### src/rtl/paddle_key_arbiter_pkg.sv
// Shared types and constants for the PS/2 paddle key arbiter.
// Holds the scan-code constants, the decoder state and key index enums,
// the key event payload, and helpers for key mapping and up/down resolution.
package keyboard_pkg;

  localparam logic [7:0] SC_EXT   = 8'hE0;
  localparam logic [7:0] SC_BRK   = 8'hF0;
  localparam logic [7:0] SC_PAUSE = 8'hE1;
  localparam logic [7:0] SC_W     = 8'h1D;
  localparam logic [7:0] SC_S     = 8'h1B;
  localparam logic [7:0] SC_UP    = 8'h75;
  localparam logic [7:0] SC_DOWN  = 8'h72;

  localparam int unsigned NUM_KEYS = 4;

  typedef enum logic [1:0] {IDLE, EXT, BRK, EXT_BRK} dec_state_e;
  typedef enum logic [1:0] {K_LUP, K_LDN, K_RUP, K_RDN} key_idx_e;

  // One decoded key event: valid strobe, make (1) or break (0), which key.
  typedef struct packed {
    logic     valid;
    logic     make;
    key_idx_e key;
  } key_evt_t;

  typedef struct packed {
    logic     hit;
    key_idx_e key;
  } key_map_t;

  // Map a final scan-code byte (plus its extended flag) to a game key.
  function automatic key_map_t map_code(input logic [7:0] code, input logic ext);
    key_map_t m;
    m.hit = 1'b0;
    m.key = K_LUP;
    if (!ext && code == SC_W) begin
      m.hit = 1'b1;
      m.key = K_LUP;
    end else if (!ext && code == SC_S) begin
      m.hit = 1'b1;
      m.key = K_LDN;
    end else if (ext && code == SC_UP) begin
      m.hit = 1'b1;
      m.key = K_RUP;
    end else if (ext && code == SC_DOWN) begin
      m.hit = 1'b1;
      m.key = K_RDN;
    end
    return m;
  endfunction

  // Returns {up, down}; with both held the most recent press wins.
  function automatic logic [1:0] resolve_dir(input logic up, input logic dn,
                                             input logic last_up);
    if (up && dn) begin
      return last_up ? 2'b10 : 2'b01;
    end
    return {up, dn};
  endfunction

endpackage

### src/rtl/paddle_key_arbiter_if.sv
// Bundle of the arbiter's data-path signals.
//   key_byte/key_valid : scan-code byte and its one-cycle strobe
//   sw                 : left-player source (0 keyboard, 1 buttons)
//   btnU/btnD          : raw board buttons, asynchronous
//   up_l/down_l/up_r/down_r : registered paddle commands
// master drives the inputs (receiver/board side), slave is the arbiter.
interface paddle_key_arbiter_if;
  logic [7:0] key_byte;
  logic       key_valid;
  logic       sw;
  logic       btnU;
  logic       btnD;
  logic       up_l;
  logic       down_l;
  logic       up_r;
  logic       down_r;

  modport master (
    output key_byte, key_valid, sw, btnU, btnD,
    input  up_l, down_l, up_r, down_r
  );

  modport slave (
    input  key_byte, key_valid, sw, btnU, btnD,
    output up_l, down_l, up_r, down_r
  );
endinterface

### src/rtl/paddle_key_arbiter_decoder.sv
// PS/2 scan-code prefix decoder (E0 extended, F0 break, E1 pause abort).
// Emits a combinational one-cycle key event on the final byte of a mapped code.
//   clk, rst (async active-low)
//   key_byte/key_valid : received byte and strobe
//   flush              : force the FSM back to IDLE (watchdog expiry)
//   evt_c              : key event for this cycle
module ps2_scan_decoder
  import keyboard_pkg::*;
(
  input  logic       clk,
  input  logic       rst,
  input  logic [7:0] key_byte,
  input  logic       key_valid,
  input  logic       flush,
  output key_evt_t   evt_c
);

  dec_state_e state_q, state_d;
  logic       emit;
  logic       ext;
  logic       make;
  key_map_t   map;

  // Next state and event decode; only a strobed byte advances the FSM.
  always_comb begin
    state_d = state_q;
    emit    = 1'b0;
    ext     = 1'b0;
    make    = 1'b0;
    if (key_valid) begin
      if (key_byte == SC_PAUSE) begin
        state_d = IDLE;
      end else begin
        case (state_q)
          IDLE: begin
            if (key_byte == SC_BRK)      state_d = BRK;
            else if (key_byte == SC_EXT) state_d = EXT;
            else begin
              emit = 1'b1;
              make = 1'b1;
            end
          end
          EXT: begin
            if (key_byte == SC_BRK)      state_d = EXT_BRK;
            else if (key_byte == SC_EXT) state_d = EXT;
            else begin
              emit    = 1'b1;
              ext     = 1'b1;
              make    = 1'b1;
              state_d = IDLE;
            end
          end
          BRK: begin
            emit    = 1'b1;
            state_d = IDLE;
          end
          EXT_BRK: begin
            emit    = 1'b1;
            ext     = 1'b1;
            state_d = IDLE;
          end
          default: state_d = IDLE;
        endcase
      end
    end else if (flush) begin
      state_d = IDLE;
    end
    map         = map_code(key_byte, ext);
    evt_c       = '0;
    evt_c.valid = emit & map.hit;
    evt_c.make  = make;
    evt_c.key   = map.key;
  end

  always_ff @(posedge clk or negedge rst) begin
    if (!rst) state_q <= IDLE;
    else      state_q <= state_d;
  end

endmodule

### src/rtl/paddle_key_arbiter.sv
// Paddle key arbiter: tracks held game keys from PS/2 scan codes, resolves
// up/down conflicts per player, muxes board buttons onto the left player,
// and registers the four paddle commands.
//   clk, rst (async active-low)
//   bus : paddle_key_arbiter_if.slave (key bytes, switch, buttons, commands)
// Optional: define KEY_WATCHDOG_EN to force-release held keys after
// WDOG_CYCLES cycles without any received byte.
module paddle_key_arbiter
  import keyboard_pkg::*;
#(
  parameter int unsigned WDOG_CYCLES = 65_000_000
) (
  input logic                 clk,
  input logic                 rst,
  paddle_key_arbiter_if.slave bus
);

  if (WDOG_CYCLES < 2) begin : g_wdog_range_chk
    $error("WDOG_CYCLES must be at least 2");
  end

  key_evt_t              evt_c;
  logic                  wdog_expire_c;
  logic [NUM_KEYS-1:0]   held_q, held_d;
  logic                  last_l_q, last_l_d;
  logic                  last_r_q, last_r_d;
  logic [1:0]            btn_meta_q, btn_meta_d;
  logic [1:0]            btn_sync_q, btn_sync_d;
  logic                  up_l_q, up_l_d, down_l_q, down_l_d;
  logic                  up_r_q, up_r_d, down_r_q, down_r_d;
  logic [1:0]            kb_l, kb_r, btn_l, sel_l;

  ps2_scan_decoder u_decoder (
    .clk       (clk),
    .rst       (rst),
    .key_byte  (bus.key_byte),
    .key_valid (bus.key_valid),
    .flush     (wdog_expire_c),
    .evt_c     (evt_c)
  );

`ifdef KEY_WATCHDOG_EN
  localparam int unsigned WDOG_MAX = WDOG_CYCLES - 1;
  logic [31:0] wdog_q, wdog_d;

  // Idle counter: cleared by any byte, saturates at the expiry value.
  always_comb begin
    wdog_d        = wdog_q;
    wdog_expire_c = 1'b0;
    if (bus.key_valid)                begin wdog_d = '0; end
    else if (wdog_q == 32'(WDOG_MAX)) begin wdog_expire_c = 1'b1; end
    else                              begin wdog_d = wdog_q + 32'd1; end
  end

  always_ff @(posedge clk or negedge rst) begin
    if (!rst) wdog_q <= '0;
    else      wdog_q <= wdog_d;
  end
`else
  assign wdog_expire_c = 1'b0;
`endif

  // Held bitmap, last-pressed flags, resolution and source select.
  always_comb begin
    held_d     = held_q;
    last_l_d   = last_l_q;
    last_r_d   = last_r_q;
    btn_meta_d = {bus.btnU, bus.btnD};
    btn_sync_d = btn_meta_q;
    if (evt_c.valid) begin
      held_d[evt_c.key] = evt_c.make;
      if (evt_c.make) begin
        case (evt_c.key)
          K_LUP:   last_l_d = 1'b1;
          K_LDN:   last_l_d = 1'b0;
          K_RUP:   last_r_d = 1'b1;
          default: last_r_d = 1'b0;
        endcase
      end
    end
    if (wdog_expire_c) held_d = '0;
    kb_l  = resolve_dir(held_d[K_LUP], held_d[K_LDN], last_l_d);
    kb_r  = resolve_dir(held_d[K_RUP], held_d[K_RDN], last_r_d);
    btn_l = {btn_sync_q[1] & ~btn_sync_q[0], btn_sync_q[0] & ~btn_sync_q[1]};
    sel_l = bus.sw ? btn_l : kb_l;
    up_l_d   = sel_l[1];
    down_l_d = sel_l[0];
    up_r_d   = kb_r[1];
    down_r_d = kb_r[0];
  end

  always_ff @(posedge clk or negedge rst) begin
    if (!rst) begin
      held_q     <= '0;
      last_l_q   <= 1'b0;
      last_r_q   <= 1'b0;
      btn_meta_q <= '0;
      btn_sync_q <= '0;
      up_l_q     <= 1'b0;
      down_l_q   <= 1'b0;
      up_r_q     <= 1'b0;
      down_r_q   <= 1'b0;
    end else begin
      held_q     <= held_d;
      last_l_q   <= last_l_d;
      last_r_q   <= last_r_d;
      btn_meta_q <= btn_meta_d;
      btn_sync_q <= btn_sync_d;
      up_l_q     <= up_l_d;
      down_l_q   <= down_l_d;
      up_r_q     <= up_r_d;
      down_r_q   <= down_r_d;
    end
  end

  assign bus.up_l   = up_l_q;
  assign bus.down_l = down_l_q;
  assign bus.up_r   = up_r_q;
  assign bus.down_r = down_r_q;

endmodule

### src/flat_wrapper.sv
// flat-port wrapper written by rule: the top's interface ports become plain ports
module paddle_key_arbiter_flat import keyboard_pkg::*;
#(
  parameter int unsigned WDOG_CYCLES = 65_000_000
)
  (clk, rst, bus_key_byte, bus_key_valid, bus_sw, bus_btnU, bus_btnD, bus_up_l, bus_down_l, bus_up_r, bus_down_r);
  paddle_key_arbiter_if bus_i ();
  input logic clk;
  input logic rst;
  input wire logic [$bits(bus_i.key_byte)-1:0] bus_key_byte;
  input wire logic [$bits(bus_i.key_valid)-1:0] bus_key_valid;
  input wire logic [$bits(bus_i.sw)-1:0] bus_sw;
  input wire logic [$bits(bus_i.btnU)-1:0] bus_btnU;
  input wire logic [$bits(bus_i.btnD)-1:0] bus_btnD;
  output wire logic [$bits(bus_i.up_l)-1:0] bus_up_l;
  output wire logic [$bits(bus_i.down_l)-1:0] bus_down_l;
  output wire logic [$bits(bus_i.up_r)-1:0] bus_up_r;
  output wire logic [$bits(bus_i.down_r)-1:0] bus_down_r;
  assign bus_i.key_byte = bus_key_byte;
  assign bus_i.key_valid = bus_key_valid;
  assign bus_i.sw = bus_sw;
  assign bus_i.btnU = bus_btnU;
  assign bus_i.btnD = bus_btnD;
  assign bus_up_l = bus_i.up_l;
  assign bus_down_l = bus_i.down_l;
  assign bus_up_r = bus_i.up_r;
  assign bus_down_r = bus_i.down_r;
  paddle_key_arbiter #(.WDOG_CYCLES(WDOG_CYCLES)) u_core (.clk(clk), .rst(rst), .bus(bus_i));
endmodule
### config.mk
export PLATFORM = sky130hd
export DESIGN_NAME = paddle_key_arbiter_flat
export DESIGN_NICKNAME = d
export VERILOG_FILES = /design/src/rtl/paddle_key_arbiter_pkg.sv /design/src/rtl/paddle_key_arbiter_if.sv /design/src/rtl/paddle_key_arbiter_decoder.sv /design/src/rtl/paddle_key_arbiter.sv /design/src/flat_wrapper.sv
export SDC_FILE = /design/constraint.sdc
export NUM_CORES = 1
export LEC_CHECK = 0
export CORE_AREA = 2 2 47 49
export DETAILED_ROUTE_END_ITERATION = 16
export DIE_AREA = 0 0 49 51
export PLACE_DENSITY = 0.72
export SLEW_MARGIN = 20
export SYNTH_ARGS = -nofsm -noshare
export SYNTH_HDL_FRONTEND = slang
export SYNTH_HIERARCHICAL = 1
export SYNTH_SLANG_ARGS = --single-unit
### constraint.sdc
create_clock -name clk -period 2.41 [get_ports clk]
set_clock_uncertainty 0.2 [all_clocks]
set_input_delay 0.482 -clock clk [delete_from_list [all_inputs] [get_ports clk]]
set_output_delay 0.482 -clock clk [all_outputs]
set_load 0.1 [all_outputs]
==> impl_results.md <==
* Final WL at 1.97 mm
* Power Density at 415 nW/um^2
* Outcome: finished, final reports clean
* FF+latch area at 400 sq um
* Routed WL per cell at 12.2 um
* Post-DP HPWL at 1.47 mm
* Register area share after synthesis at 44.1%
* Sink Count at 16
* Worst-path clk slew at 0.08 ns
* Peak supply drop at 0.379 mV
* CTS tree: yes
* Max FO, Critical Path at 4
* Post-placement cell area at 1220 sq um
* Aggregate global-route resource usage at 17.7%
* Nets at 149
* Post-synthesis instance total at 92
* Fin util at 64.5%
* TritonCTS buffer count at 3
* Cell leakage power at 0.639 nW
* Vias at 853
* ANT nets after route at 0
* Final total power at 0.551 mW
* Post-Syn Area at 908 sq um
* Grt total ovfl at 0
* Die Ht at 51 um
* Mean Syn Cell Area at 9.87 sq um
* Final instance area at 1330 sq um
* Final Slew Violations at 0
* Port buffer count at 17
* Startpoint types: input port
* Final period utilization at 95.2%
* Detailed-route vias per instance at 5.27
* Fillers at 161
* GR Util met1 at 20.4%
* Initial antenna violation count at 0
* # Max-Cap Violations at 0
* Post-Syn Nets at 106
* GRT Max-Usage Layer: met2
* DIE WIDTH at 49 um
* GR Layer Usage met2 at 31.5%
* CP required at 2.39 ns
* Core ar. at 2060 sq um
* Met3 Use GR at 7.02%
* Ys Warns at 6
* I/O pin count at 18
* WHS at 0.156 ns
* Largest net degree at the start of global routing at 17
* H-tree Lvls at 1
* CP Cell Sequence: dlymetal6s2s_1 -> or3b_4 -> o41ai_4 -> nor2_2 -> and4b_4 -> a21oi_2 -> o41ai_2
* RSZ-0062 raised after global routing: no
* Crit path kind: in2reg
* Num rows at 17
* Layout cells sized above 1 at 34.3%
* Root Driver: clkbuf_4
* Vias in the first global route at 810
* Drt drc at 0
* Final Hold Fails at 0
* Die area at 2500 sq um
* Layout area overhead at 46.4%
* CP max stage delay at 0.43 ns
* Global placer's final weighted congestion at 0.870
* Area of the multi-input gates at 483 sq um
* Setup TNS at 0 ns
* Worst Setup End Kind: register
* Critical path data arrival time at 2.27 ns
* Maximum root-to-sink buffer count at 2
* #FFs+latches synth at 16
* Drt pass-1 iters at 4
* Final setup vio count at 0
* Initial drt markers at 12
* Synth unique cells at 37
* Hold Buf Count CTS at 0
* First-pass GRT wire length at 3.39 mm
* Slowest CP cell: o41ai_4
* N_diodes at 0
* Clk_lat worst skew at 0.28 ns
* Fin crit period at 2.29 ns
* HP Class: reg2reg
* F_max at 436 MHz
* Initial Util at 44.0%
## layer usage
metal / up-vias / wire length [um] / part of all wire (%)
li1: 422 / - / -
met1: 413 / 851 / 43
met2: 16 / 1030 / 52
met3: 2 / 81 / 4.1
met4: 0 / 10 / 0.51
met5: - / 0 / 0
## cell type report
cell class | count | share of cell area, %
Multi-Input combinational cell | 64 | 36.3
Sequential cell | 16 | 30.1
Timing Repair Buffer | 42 | 26.0
Clock buffer | 4 | 2.73
Tap cell | 28 | 2.63
Inverter | 8 | 2.26
## power by group
| group | internal (mW) | switching, mW |
|---|---|---|
| Sequential | 0.276 | 0.00231 |
| Combinational | 0.0490 | 0.0538 |
| Clock | 0.0919 | 0.0783 |
| Total | 0.417 | 0.134 |
## critical path: cells and delay by family
family / cells / cell delay (ns)
buffers and inverters: 1 / 0.14
and+or+nand+nor: 3 / 0.89
AOI/OAI and AO/OA: 3 / 0.76
## registers in the layout (all words and copies together), names as in the netlist
register                  flops
u_core/bus.up_r               1
u_core/held_q                 4
u_core/u_decoder/state_q      2
u_core/btn_sync_q             2
u_core/bus.down_l             1
u_core/btn_meta_q             2
u_core/last_l_q               1
u_core/last_r_q               1
u_core/bus.down_r             1
u_core/bus.up_l               1
## cell families after synthesis
| family | count (synthesis) | share of synthesized area [%] |
|---|---|---|
| flip-flops | 16 | 44.1 |
| buffers and inverters | 12 | 6.06 |
| AO/OA/AOI/OAI | 24 | 20.9 |
| AND/OR/NAND/NOR | 39 | 28.5 |
| other | 1 | 0.413 |
## synthesized netlist by cell type
master	instances	area share (%)
nor2b_1	3	2.1
nand3b_1	4	3.3
a21oi_1	3	1.7
o21ai_1	1	0.55
o211ai_1	1	0.83
a21oi_2	1	0.96
o41ai_2	2	3.6
and2b_1	1	0.83
inv_1	8	3.3
and2_1	1	0.69
o22ai_2	1	1.4
a31o_1	1	0.96
nor2_1	5	2.1
or3b_4	1	1.2
conb_1	1	0.41
nor4b_1	1	0.96
nor3b_1	5	4.1
nand2b_1	2	1.4
a211oi_1	1	0.83
o31ai_1	1	0.83
nand4b_1	1	0.96
and4b_4	1	1.5
o311ai_0	1	0.96
dfrtp_1	16	44
nand2_1	4	1.7
nand3_1	4	2.2
and3b_1	4	3.9
nor3_1	1	0.55
a22o_1	3	2.9
and4b_1	1	1.1
o2111ai_1	1	0.96
buf_4	2	1.7
buf_2	2	1.1
a21boi_1	1	0.83
o22ai_1	2	1.4
o21ai_0	3	1.7
a31oi_1	1	0.69
## cell usage in the layout, fill, tap and decap left out, drive strengths merged, types with 2 or more instances in the layout
master	synthesis	final
buf	4	29
dfrtp	16	16
inv	8	8
clkbuf	0	6
clkdlybuf4s50	0	5
nor3b	5	5
nor2	5	5
nand3b	4	4
nand3	4	4
nand2	4	4
and3b	4	4
o21ai	4	4
a21oi	4	4
dlygate4sd2	0	3
dlymetal6s2s	0	3
a22o	3	3
nor2b	3	3
o22ai	3	3
nand2b	2	2
and4b	2	2
o41ai	2	2
## worst paths after layout
| path | startpoint | endpoint | slack (ns) | depth (start not counted) |
|---|---|---|---|---|
| worst min-delay path | u_core/btn_meta_q[1]$_DFF_PN0_ | u_core/btn_sync_q[1]$_DFF_PN0_ | 0.16 | 0 |
| min in group asynchronous | rst | u_core/held_q[2]$_DFF_PN0_ | 0.30 | 2 |
| worst max-delay path | bus_key_byte[2] | u_core/bus.down_l$_DFF_PN0_ | 0.12 | 7 |
| worst max register to register | u_core/u_decoder/state_q[1]$_DFFE_PN0P_ | u_core/bus.down_l$_DFF_PN0_ | 0.31 | 6 |
| worst min register to register | u_core/btn_meta_q[1]$_DFF_PN0_ | u_core/btn_sync_q[1]$_DFF_PN0_ | 0.16 | 0 |
| max in group asynchronous | rst | u_core/u_decoder/state_q[0]$_DFFE_PN0P_ | 1.53 | 2 |
## through the flow
| stage | worst slack (ns) | cells |
|---|---|---|
| 2_1_floorplan | 0.149 | 92 |
| 3_3_place_gp | -0.469 | 152 |
| 3_5_place_dp | -0.559 | 152 |
| 4_1_cts | 0.00725 | 159 |
| 5_1_grt | 0.0337 | 162 |
| 6_report | 0.117 | 162 |
## repair_timing
action,in CTS,in global routing
cloned,0,0
resized for setup,9,11
endpoints found under the setup margin,10,6
endpoints found under the hold margin,0,0
pin swaps,4,9
setup buffers,3,3
No activity file was read; power rests on OpenSTA's default activity.
